--- config.mk ---
export PLATFORM = sky130hd
export DESIGN_NAME = bfloat_minmax_tracker
export DESIGN_NICKNAME = d
export VERILOG_FILES = /design/src/rtl/bfloat_minmax_tracker.sv
export SDC_FILE = /design/constraint.sdc
export NUM_CORES = 1
export LEC_CHECK = 0
export ABC_AREA = 1
export BUFFER_PORTS_ARGS = -buffer_cell sky130_fd_sc_hd__buf_2
export CORE_AREA = 3 3 118 132
export DETAILED_ROUTE_END_ITERATION = 6
export DIE_AREA = 0 0 121 135
export HOLD_SLACK_MARGIN = 0.05
export PLACE_DENSITY = 0.86
export SETUP_SLACK_MARGIN = 0.15
export SLEW_MARGIN = 20
export SYNTH_ARGS = -nofsm -noshare
export SYNTH_HDL_FRONTEND = slang
export SYNTH_SLANG_ARGS = --single-unit
--- constraint.sdc ---
create_clock -name clk -period 2.8 [get_ports clk]
set_input_delay 0.28 -clock clk [delete_from_list [all_inputs] [get_ports clk]]
set_output_delay 0.28 -clock clk [all_outputs]
set_load 0.1 [all_outputs]
--- src/rtl/bfloat_minmax_tracker.sv ---
// Streaming bfloat16 frame reducer: per-frame max/min with first-occurrence
// indices, beat count and NaN/index-wrap flags over valid/ready handshakes.
module bfloat_minmax_tracker #(
  parameter int unsigned IDX_W = 8
) (
  input  logic               clk,
  input  logic               rst_n,
  input  logic               in_valid,
  output logic               in_ready,
  input  logic [15:0]        in_data,
  input  logic               in_last,
  output logic               out_valid,
  input  logic               out_ready,
  output logic [15:0]        out_max,
  output logic [15:0]        out_min,
  output logic [IDX_W-1:0]   out_max_idx,
  output logic [IDX_W-1:0]   out_min_idx,
  output logic [IDX_W:0]     out_count,
  output logic               out_nan_seen,
  output logic               out_all_nan,
  output logic               out_idx_wrap
);

  localparam int unsigned CNT_W = IDX_W + 1;
  localparam logic [15:0] QNAN  = 16'h7FC0;

  typedef enum logic {ACCUM, EMIT} state_t;

  state_t             state;
  logic [15:0]        acc_max, acc_min;
  logic [IDX_W-1:0]   acc_max_idx, acc_min_idx, beat_idx;
  logic [CNT_W-1:0]   acc_count;
  logic               acc_nan, acc_valid, acc_wrap;

  logic [15:0]        nxt_max, nxt_min;
  logic [IDX_W-1:0]   nxt_max_idx, nxt_min_idx, nxt_idx;
  logic [CNT_W-1:0]   nxt_count;
  logic               nxt_nan, nxt_valid, nxt_wrap;
  logic               beat_go;

  function automatic logic is_nan(input logic [15:0] v);
    return (v[14:7] == 8'hFF) && (v[6:0] != 7'd0);
  endfunction

  // Monotonic unsigned key for the signed-magnitude order; both zeros share one key.
  function automatic logic [15:0] ord_key(input logic [15:0] v);
    if (v[14:0] == 15'd0) return 16'h8000;
    else if (v[15])       return {1'b0, ~v[14:0]};
    else                  return {1'b1, v[14:0]};
  endfunction

  assign in_ready = (state == ACCUM);
  assign out_valid = (state == EMIT);
  assign beat_go  = in_valid && (state == ACCUM);

  // Fold the current beat into the running accumulators.
  always_comb begin
    nxt_max     = acc_max;
    nxt_min     = acc_min;
    nxt_max_idx = acc_max_idx;
    nxt_min_idx = acc_min_idx;
    nxt_nan     = acc_nan;
    nxt_valid   = acc_valid;
    nxt_idx     = beat_idx + IDX_W'(1);
    nxt_count   = (acc_count == {CNT_W{1'b1}}) ? acc_count : acc_count + CNT_W'(1);
    nxt_wrap    = acc_wrap | acc_count[IDX_W];
    if (is_nan(in_data)) begin
      nxt_nan = 1'b1;
    end else if (!acc_valid) begin
      nxt_valid   = 1'b1;
      nxt_max     = in_data;
      nxt_min     = in_data;
      nxt_max_idx = beat_idx;
      nxt_min_idx = beat_idx;
    end else begin
      if (ord_key(in_data) > ord_key(acc_max)) begin
        nxt_max     = in_data;
        nxt_max_idx = beat_idx;
      end
      if (ord_key(in_data) < ord_key(acc_min)) begin
        nxt_min     = in_data;
        nxt_min_idx = beat_idx;
      end
    end
  end

  always_ff @(posedge clk or negedge rst_n) begin
    if (!rst_n) begin
      state        <= ACCUM;
      acc_max      <= '0;
      acc_min      <= '0;
      acc_max_idx  <= '0;
      acc_min_idx  <= '0;
      beat_idx     <= '0;
      acc_count    <= '0;
      acc_nan      <= 1'b0;
      acc_valid    <= 1'b0;
      acc_wrap     <= 1'b0;
      out_max      <= '0;
      out_min      <= '0;
      out_max_idx  <= '0;
      out_min_idx  <= '0;
      out_count    <= '0;
      out_nan_seen <= 1'b0;
      out_all_nan  <= 1'b0;
      out_idx_wrap <= 1'b0;
    end else if (state == ACCUM) begin
      if (beat_go) begin
        acc_max     <= nxt_max;
        acc_min     <= nxt_min;
        acc_max_idx <= nxt_max_idx;
        acc_min_idx <= nxt_min_idx;
        beat_idx    <= nxt_idx;
        acc_count   <= nxt_count;
        acc_nan     <= nxt_nan;
        acc_valid   <= nxt_valid;
        acc_wrap    <= nxt_wrap;
        if (in_last) begin
          state        <= EMIT;
          out_max      <= nxt_valid ? nxt_max : QNAN;
          out_min      <= nxt_valid ? nxt_min : QNAN;
          out_max_idx  <= nxt_valid ? nxt_max_idx : '0;
          out_min_idx  <= nxt_valid ? nxt_min_idx : '0;
          out_count    <= nxt_count;
          out_nan_seen <= nxt_nan;
          out_all_nan  <= !nxt_valid;
          out_idx_wrap <= nxt_wrap;
        end
      end
    end else if (out_ready) begin
      // Result consumed: start a fresh frame, leave out_* data as-is.
      state       <= ACCUM;
      acc_max     <= '0;
      acc_min     <= '0;
      acc_max_idx <= '0;
      acc_min_idx <= '0;
      beat_idx    <= '0;
      acc_count   <= '0;
      acc_nan     <= 1'b0;
      acc_valid   <= 1'b0;
      acc_wrap    <= 1'b0;
    end
  end

endmodule

==> results.md, run 1 <==
* CTS max path bufs at 2
* Max-cap violations at 0
* Pin count of the biggest net entering global routing at 60
* Slew HR at between 40% and 50%
* Seq/Total Area, Yosys at 42.05%
* Sequential cell area at 0.003229 sq mm
* Initial detailed-routing violation count at 1159
* Yosys warns at 0
* Crit-path max FO at 5
* Reg2reg setup slack at -650 ps
* Setup ws final at -648.4 ps
* Vias in the first global route at ~8.4k
* Multiplexer share of the synthesized area at 0%
* Adder-cell share of the synthesized area at slightly above 5%
* CTS root buf: clkbuf_16
* Setup_tns at -29990 ps
* Drt first pass iters at 6
* Max Clock Skew at ~13 ps
* Grt total ovfl at 0
* Largest family of logic cells by synthesized area: simple AND/OR/NAND/NOR gates
* Crit path cell chain: inv_1, nand3_1, nor2_4, buf_4, nand2_1, o21ai_1, ha_1, nand4_1, nor3_2, buf_4, nand4_1, nand2_2, nand2_4, buf_8, clkbuf_16, nand3_1, nand3_1, o21ai_1
* CP Launch Type: flop
* Vias at 9281
* Core area at approximately 0.014 sq mm
* Multi-input gate area at ~0.0048 sq mm
* Worst EP required at between 3000 and 4000 ps
* XOR/XNOR Fraction of Synth Area at 0.9128%
* Layout cells sized above 1 at between 30% and 40%
* Num Clock Sinks at approximately 130
* RSZ-0062 raised after global routing: true
* Failing checks: negative setup slack
* Die width at between 100 and 150 microns
* Post-layout minimum cycle time at around 3400 ps
* Post-route insts no fill at roughly 1.5k
* Initial Utilization at 53.56%
* Die area at between 0.015 and 0.02 sq mm
* CP peak stage delay at about 500 ps
* Crit Path Category: reg -> reg
* Antenna-violating nets left at 0
* Initial antenna violation count at 0
* Critical path endpoint: acc_max[14]
* Post-DP HPWL at 16.05 mm
* Filler cells at approximately 800
* Worst setup EP type: flop
* Crit path from: acc_max[14]
* Reg clk slew, reported paths at 70 ps
* I/O Buffers at slightly above 80
* Syn Inst Count at roughly 1.1k
* Worst reg2reg path depth at 18
* Simple-gate area share of the yosys netlist at 32.44%
* Post-synthesis cell type count at 36
* Core Util, Final at between 70% and 80%
* Final nets at 1310
* Status: finished, violations left
* Cell Area, Synth at around 0.0077 sq mm
* CP Data Arrival Time at about 3800 ps
* Worst skew pair latency at 440 ps
* CTS Buf Count at 17
* H-Tree Depth at 4
* Final hold viol count at 0
* FF+latch count, synth at ~130
* Drt total wl at 32.15 mm
* Avg Cell Area, Syn at 7.255 sq um
* TritonCTS clock tree: built
* Net Count, Synth at 1110
* Num rows at 46
* Compound-Gate Fraction of Synth Area at about a tenth
* IO Count at 83
* Placed insts at approximately 1.4k
* Wire length per cell at approximately 22 microns
* Area added between synthesis and finish at 47.12%
* First-pass GRT wire length at 41.19 mm
* Number of vias per cell at about 6.3
* N_diodes at 0
* Endpoints failing setup at 93
* Hold Crit Class: in -> reg
* Slew of the pin with the lowest slew margin at between 800 and 900 ps
* DRC errors left at 0
* Slew Viols, Final at 0
* Fin crit share at 123.2%
* FF-to-FF Start: acc_max[14]
* Total track usage at 31.94%
* Placer Congestion at approximately 0.95
* Reg2reg end: acc_max[14]
* Worst path most repeated cell: nand3_1
* Fmax at around 290 MHz
* Crit-path slowest cell: dfrtp_1
* Die height at roughly 140 microns
worst min-delay path by stage:
stage                     endpoint    start  cells after the start
finish              out_min_idx[4]  in_last                      4
global route        out_min_idx[4]  in_last                      4
CTS                    out_max[15]  in_last                      4
detailed placement      out_min[6]    rst_n                      1
floorplan             acc_count[0]    rst_n                      0
global placement        out_min[6]    rst_n                      1
worst max-delay path, delay by kind of cell, from the launching register on:
family / cells / cell delay, ps
AOI/OAI and AO/OA: 2 / 340
DFF: 1 / 500
buffers and inverters: 5 / 830
and+or+nand+nor: 10 / 1320
adders and majority gates: 1 / 340
flip-flops by register name, indices dropped and copies added (netlist names):
name / cells
acc_count: 9
acc_max: 16
acc_max_idx: 8
acc_min: 16
acc_min_idx: 8
acc_nan: 1
acc_valid: 1
acc_wrap: 1
beat_idx: 8
out_all_nan: 1
out_count: 9
out_idx_wrap: 1
out_max: 16
out_max_idx: 8
out_min: 16
out_min_idx: 8
out_nan_seen: 1
out_valid: 1
area by class of cell:
cell class                 count  area share (%)
clock buffer                  17           3.767
clock inverter                15           1.950
inverter                     124           4.166
multi-input combinational    752           42.29
sequential                   129           28.60
tap                          192           2.127
timing repair buffer         234           17.11
routing by layer:
metal / up-vias / share of wire, % / GRT usage (%)
met4: 0 / 9.1 / 17.07
li1: 3854 / - / -
met2: 805 / 47 / 54.49
met3: 308 / 11 / 6.242
met1: 4314 / 33 / 37.97
met5: - / 0 / 0
layout by cell type, fill, tap and decap left out, drive strengths merged, types with 2 or more instances in the layout:
master       synthesis  final
nand2              255    256
buf                 23    226
nand3              176    176
dfrtp              129    129
inv                123    129
nor2                99     99
o21ai               92     92
a21oi               35     35
ha                  31     31
clkbuf              31     23
or2                 19     19
nand4                9      9
o22ai                7      7
xor2                 7      7
nor3                 5      5
bufinv               0      4
clkinv               1      4
nor4                 3      3
a211oi               3      3
o21a                 2      2
clkinvlp             0      2
o21bai               2      2
dlygate4sd3          0      2
cell usage after synthesis (all sizes together):
library cell  number  area [sq um]
nor3               5         25.02
or2               19         118.9
nand2            255          1007
o21bai             2         15.01
and3               1         6.260
o221a              1         11.26
inv              123         461.7
nand3            176         880.8
a21oi             35         178.9
xnor2              1         8.760
dfrtp            129          3228
nor2              99         376.6
clkinv             1         3.750
buf               23         145.1
nor4               3         18.77
o31ai              1         7.510
o21ai             92         464.2
nand4              9         56.30
clkbuf            31         116.4
o22ai              7         43.79
o21a               2         15.01
xor2               7         61.31
ha                31         387.9
a31oi              1         6.260
a211oi             3         22.52
a2111oi            1         8.760
logic make-up after synthesis:
family,Yosys count
AND/OR/NAND/NOR,567
AO/OA/AOI/OAI,145
adder cells (fa/ha/maj),31
flip-flops,129
buffers and inverters,178
XOR/XNOR,8
repair_timing:
item | in CTS | in global routing
endpoints found under the hold margin | 50 | 0
resized for setup | 121 | 168
hold buffers | 2 | 0
setup buffers | 15 | 4
endpoints found under the setup margin | 96 | 96
cloned | 5 | 7
pin swaps | 54 | 103
metrics by stage:
stage               hold slack (ps)  setup slack [ps]  cell area (sq um)
finish                        257.8            -648.4              11290
global route                  282.3            -583.2              11290
CTS                           248.6             19.78              10420
detailed placement            373.1            -194.6               9096
global placement              372.4            -174.2               9096
floorplan                    -15.59             161.6               7682
Power of run 1 is left out: the tool's default activity adds up to more than one toggle a clock period on the data nets, which glitch-free logic cannot reach.
==> run 2: changes to the inputs <==
--- a/config.mk
+++ b/config.mk
@@ -13,6 +13,7 @@
 export HOLD_SLACK_MARGIN = 0.05
 export PLACE_DENSITY = 0.86
 export SETUP_SLACK_MARGIN = 0.15
+export SKIP_CTS_REPAIR_TIMING = 1
 export SLEW_MARGIN = 20
 export SYNTH_ARGS = -nofsm -noshare
 export SYNTH_HDL_FRONTEND = slang
==> results.md, run 2 (synthesized netlist as in run 1, its figures left out) <==
* Status: finished, violations left (unchanged)
* Failing checks: negative setup slack (unchanged)
* P_int at between 7 and 8 mW
* First-pass GRT wire length at 37.00 mm (was 41.19 mm)
* CP Data Arrival Time at 3210 ps (was 3790 ps)
* Num rows at 46 (unchanged)
* Total track usage at 28.37% (was 31.94%)
* Max-cap violations at 0 (unchanged)
* RSZ-0062 raised after global routing: true (unchanged)
* Worst setup EP type: flop (unchanged)
* Setup_tns at -4302 ps (was -29990 ps)
* Die width at 121 microns (unchanged)
* Endpoints failing setup at 78 (was 93)
* Placed insts at 1398 (unchanged)
* FF-to-FF Start: acc_max[8] (was acc_max[14])
* Most frequent cells in the layout: nand2_1 (222), nand3_1 (159), dfrtp_1 (128) (was nand2_1 (206), dfrtp_1 (128), buf_4 (121))
* H-Tree Depth at 4 (unchanged)
* Initial Utilization at 53.56% (unchanged)
* Post-Layout Inst Area at 0.01031 sq mm (was 0.01129 sq mm)
* Layout cells sized above 1 at 29.07% (was 37.69%)
* Clock power share at 16.6%
* Vias in the first global route at 7863 (was 8421)
* CTS root buf: clkbuf_16 (unchanged)
* Reg clk slew, reported paths at 60 ps (was 70 ps)
* Area added between synthesis and finish at 34.28% (was 47.12%)
* Final hold viol count at 0 (unchanged)
* Slew Viols, Final at 0 (unchanged)
* CTS max path bufs at 2 (unchanged)
* Die height at 135 microns (unchanged)
* Die area at 0.01634 sq mm (unchanged)
* Drt first pass iters at 5 (was 6)
* Reg2reg end: acc_max_idx[0] (was acc_max[14])
* Grt total ovfl at 0 (unchanged)
* Fmax at 341.4 MHz (was 290.0 MHz)
* TritonCTS clock tree: built (unchanged)
* Leak pwr at about 5.4 nW
* Pin count of the biggest net entering global routing at 60 (unchanged)
* Vias at 8259 (was 9281)
* Hold path depth at 4 (unchanged)
* Gate power share at between 60% and 70%
* Core area at 0.01433 sq mm (unchanged)
* Num Clock Sinks at 129 (unchanged)
* Post-DP HPWL at 16.05 mm (unchanged)
* Initial detailed-routing violation count at 857 (was 1159)
* Sequential Power Share at roughly 20%
* Crit path from: acc_max[8] (was acc_max[14])
* Antenna-violating nets left at 0 (unchanged)
* Worst reg2reg path depth at 19 (was 18)
* N_diodes at 0 (unchanged)
* I/O Buffers at 82 (unchanged)
* Reg2reg setup slack at -130 ps (was -650 ps)
* Drt total wl at 24.15 mm (was 32.15 mm)
* Fin crit share at 104.6% (was 123.2%)
* Setup ws final at -129.4 ps (was -648.4 ps)
* Crit-path slowest cell: dfrtp_1 (unchanged)
* Worst skew pair latency at 430 ps (was 440 ps)
* Sw Share at between 50% and 60%
* Hold Crit Class: in -> reg (unchanged)
* Worst EP required at 3080 ps (was 3140 ps)
* Post-route insts no fill at 1451 (was 1463)
* Crit path cell chain: nor2_1, nand3_1, nor2_2, nand2_2, buf_6, o21ai_0, ha_1, nand2_2, nor2_1, a211oi_2, o221a_2, nand2_1, nand2_1, nand2_2, nand2_8, clkbuf_16, nand2_1, nand3_1, o21ai_0 (was inv_1, nand3_1, nor2_4, buf_4, nand2_1, o21ai_1, ha_1, nand4_1, nor3_2, buf_4, nand4_1, nand2_2, nand2_4, buf_8, clkbuf_16, nand3_1, nand3_1, o21ai_1)
* DRC errors left at 0 (unchanged)
* Wire length per cell at 16.65 microns (was 21.97 microns)
* Initial antenna violation count at 0 (unchanged)
* Crit-path max FO at 7 (was 5)
* IO Count at 83 (unchanged)
* CP Launch Type: flop (unchanged)
* Slew of the pin with the lowest slew margin at 750.4 ps (was 828.2 ps)
* Endpoint, Worst Hold: out_min_idx[4] (unchanged)
* Maximum VDD drop at ~1100 uV
* CTS Buf Count at 17 (unchanged)
* Max Clock Skew at 6.303 ps (was 12.55 ps)
* Number of vias per cell at 5.692 (was 6.344)
* CP peak stage delay at 400 ps (was 500 ps)
* Final nets at 1298 (was 1310)
* Hold wc startpoint: in_last (unchanged)
* Psw at approximately 7.7 mW
* Placer Congestion at 0.9489 (unchanged)
* Filler cells at 1019 (was 807)
* Post-Place Cell Area at 0.009096 sq mm (unchanged)
* Crit Path Category: reg -> reg (unchanged)
* Slew HR at 49.98% (was 44.79%)
* Post-layout minimum cycle time at 2929 ps (was 3448 ps)
* Power per Cell Area at 1433 mW/mm^2
* Most common cell after layout, fill and taps aside: nand2_1 (unchanged)
==> run 2: changes by cell type in the layout (fill, tap and decap cells not counted), sizes merged <==
cell / delta
inv: -1
nand2: -1
clkinvlp: +2
buf: -11
clkinv: -1
==> run 2: worst max-delay path, delay by kind of cell (launching register included) <==
| kind | cells | cell delay, ps |
|---|---|---|
| flip-flops | 1 | 400 |
| AO/OA/AOI/OAI | 4 | 580 |
| AND/OR/NAND/NOR | 12 | 1170 |
| buffers and inverters | 2 | 310 |
| adder cells (fa/ha/maj) | 1 | 310 |
==> run 2: area by class of cell <==
class                           instances  area (sq um)  share of cell area (%)
Timing Repair Buffer                  223          1724                   16.73
Tap cell                              192         240.2                   2.331
Multi-Input combinational cell        751          3991                   38.72
Clock inverter                         15         220.2                   2.136
Clock buffer                           17         425.4                   4.127
Inverter                              124         476.7                   4.625
Sequential cell                       129          3229                   31.33
==> run 2: worst max-delay path by stage <==
stage                                end  slack [ps]  cells past startpoint
after floorplan              out_max[10]         160                      9
after global placement        out_min[6]        -170                     22
after detailed placement      acc_min[3]        -190                     21
after CTS                     acc_min[5]        -160                     19
after global routing          out_min[8]        -280                     23
final                     acc_max_idx[0]        -130                     19
==> run 2: stage by stage <==
stage	util, %	total power, mW	setup slack (ps)	hold slack (ps)
2_1_floorplan	-	8.897	161.6	-15.59
3_3_place_gp	63.47	10.93	-174.2	372.4
3_5_place_dp	63.47	11.16	-194.6	373.1
4_1_cts	67.98	13.69	-160.7	-80.40
5_1_grt	71.92	15.59	-276.5	278.4
6_report	71.92	14.77	-129.4	268.2
==> run 2: per-layer routing <==
metal	GRT usage, %	part of all wire, %	vias up
met5	0	0	-
met4	14.48	4.1	0
met3	4.943	8.1	81
met2	47.45	49	449
met1	35.27	39	3898
li1	-	-	3831
==> run 2: power groups by stage <==
stage / logic (mW) / clock network, mW / registers [mW]
detailed placement: 8.16 / 0 / 3.00
CTS: 8.23 / 2.47 / 2.98
global placement: 7.96 / 0 / 2.97
finish: 9.30 / 2.45 / 3.01
floorplan: 3.29 / 0 / 5.61
global route: 9.95 / 2.55 / 3.08
Note: power is estimated with default switching activity, not from simulation.
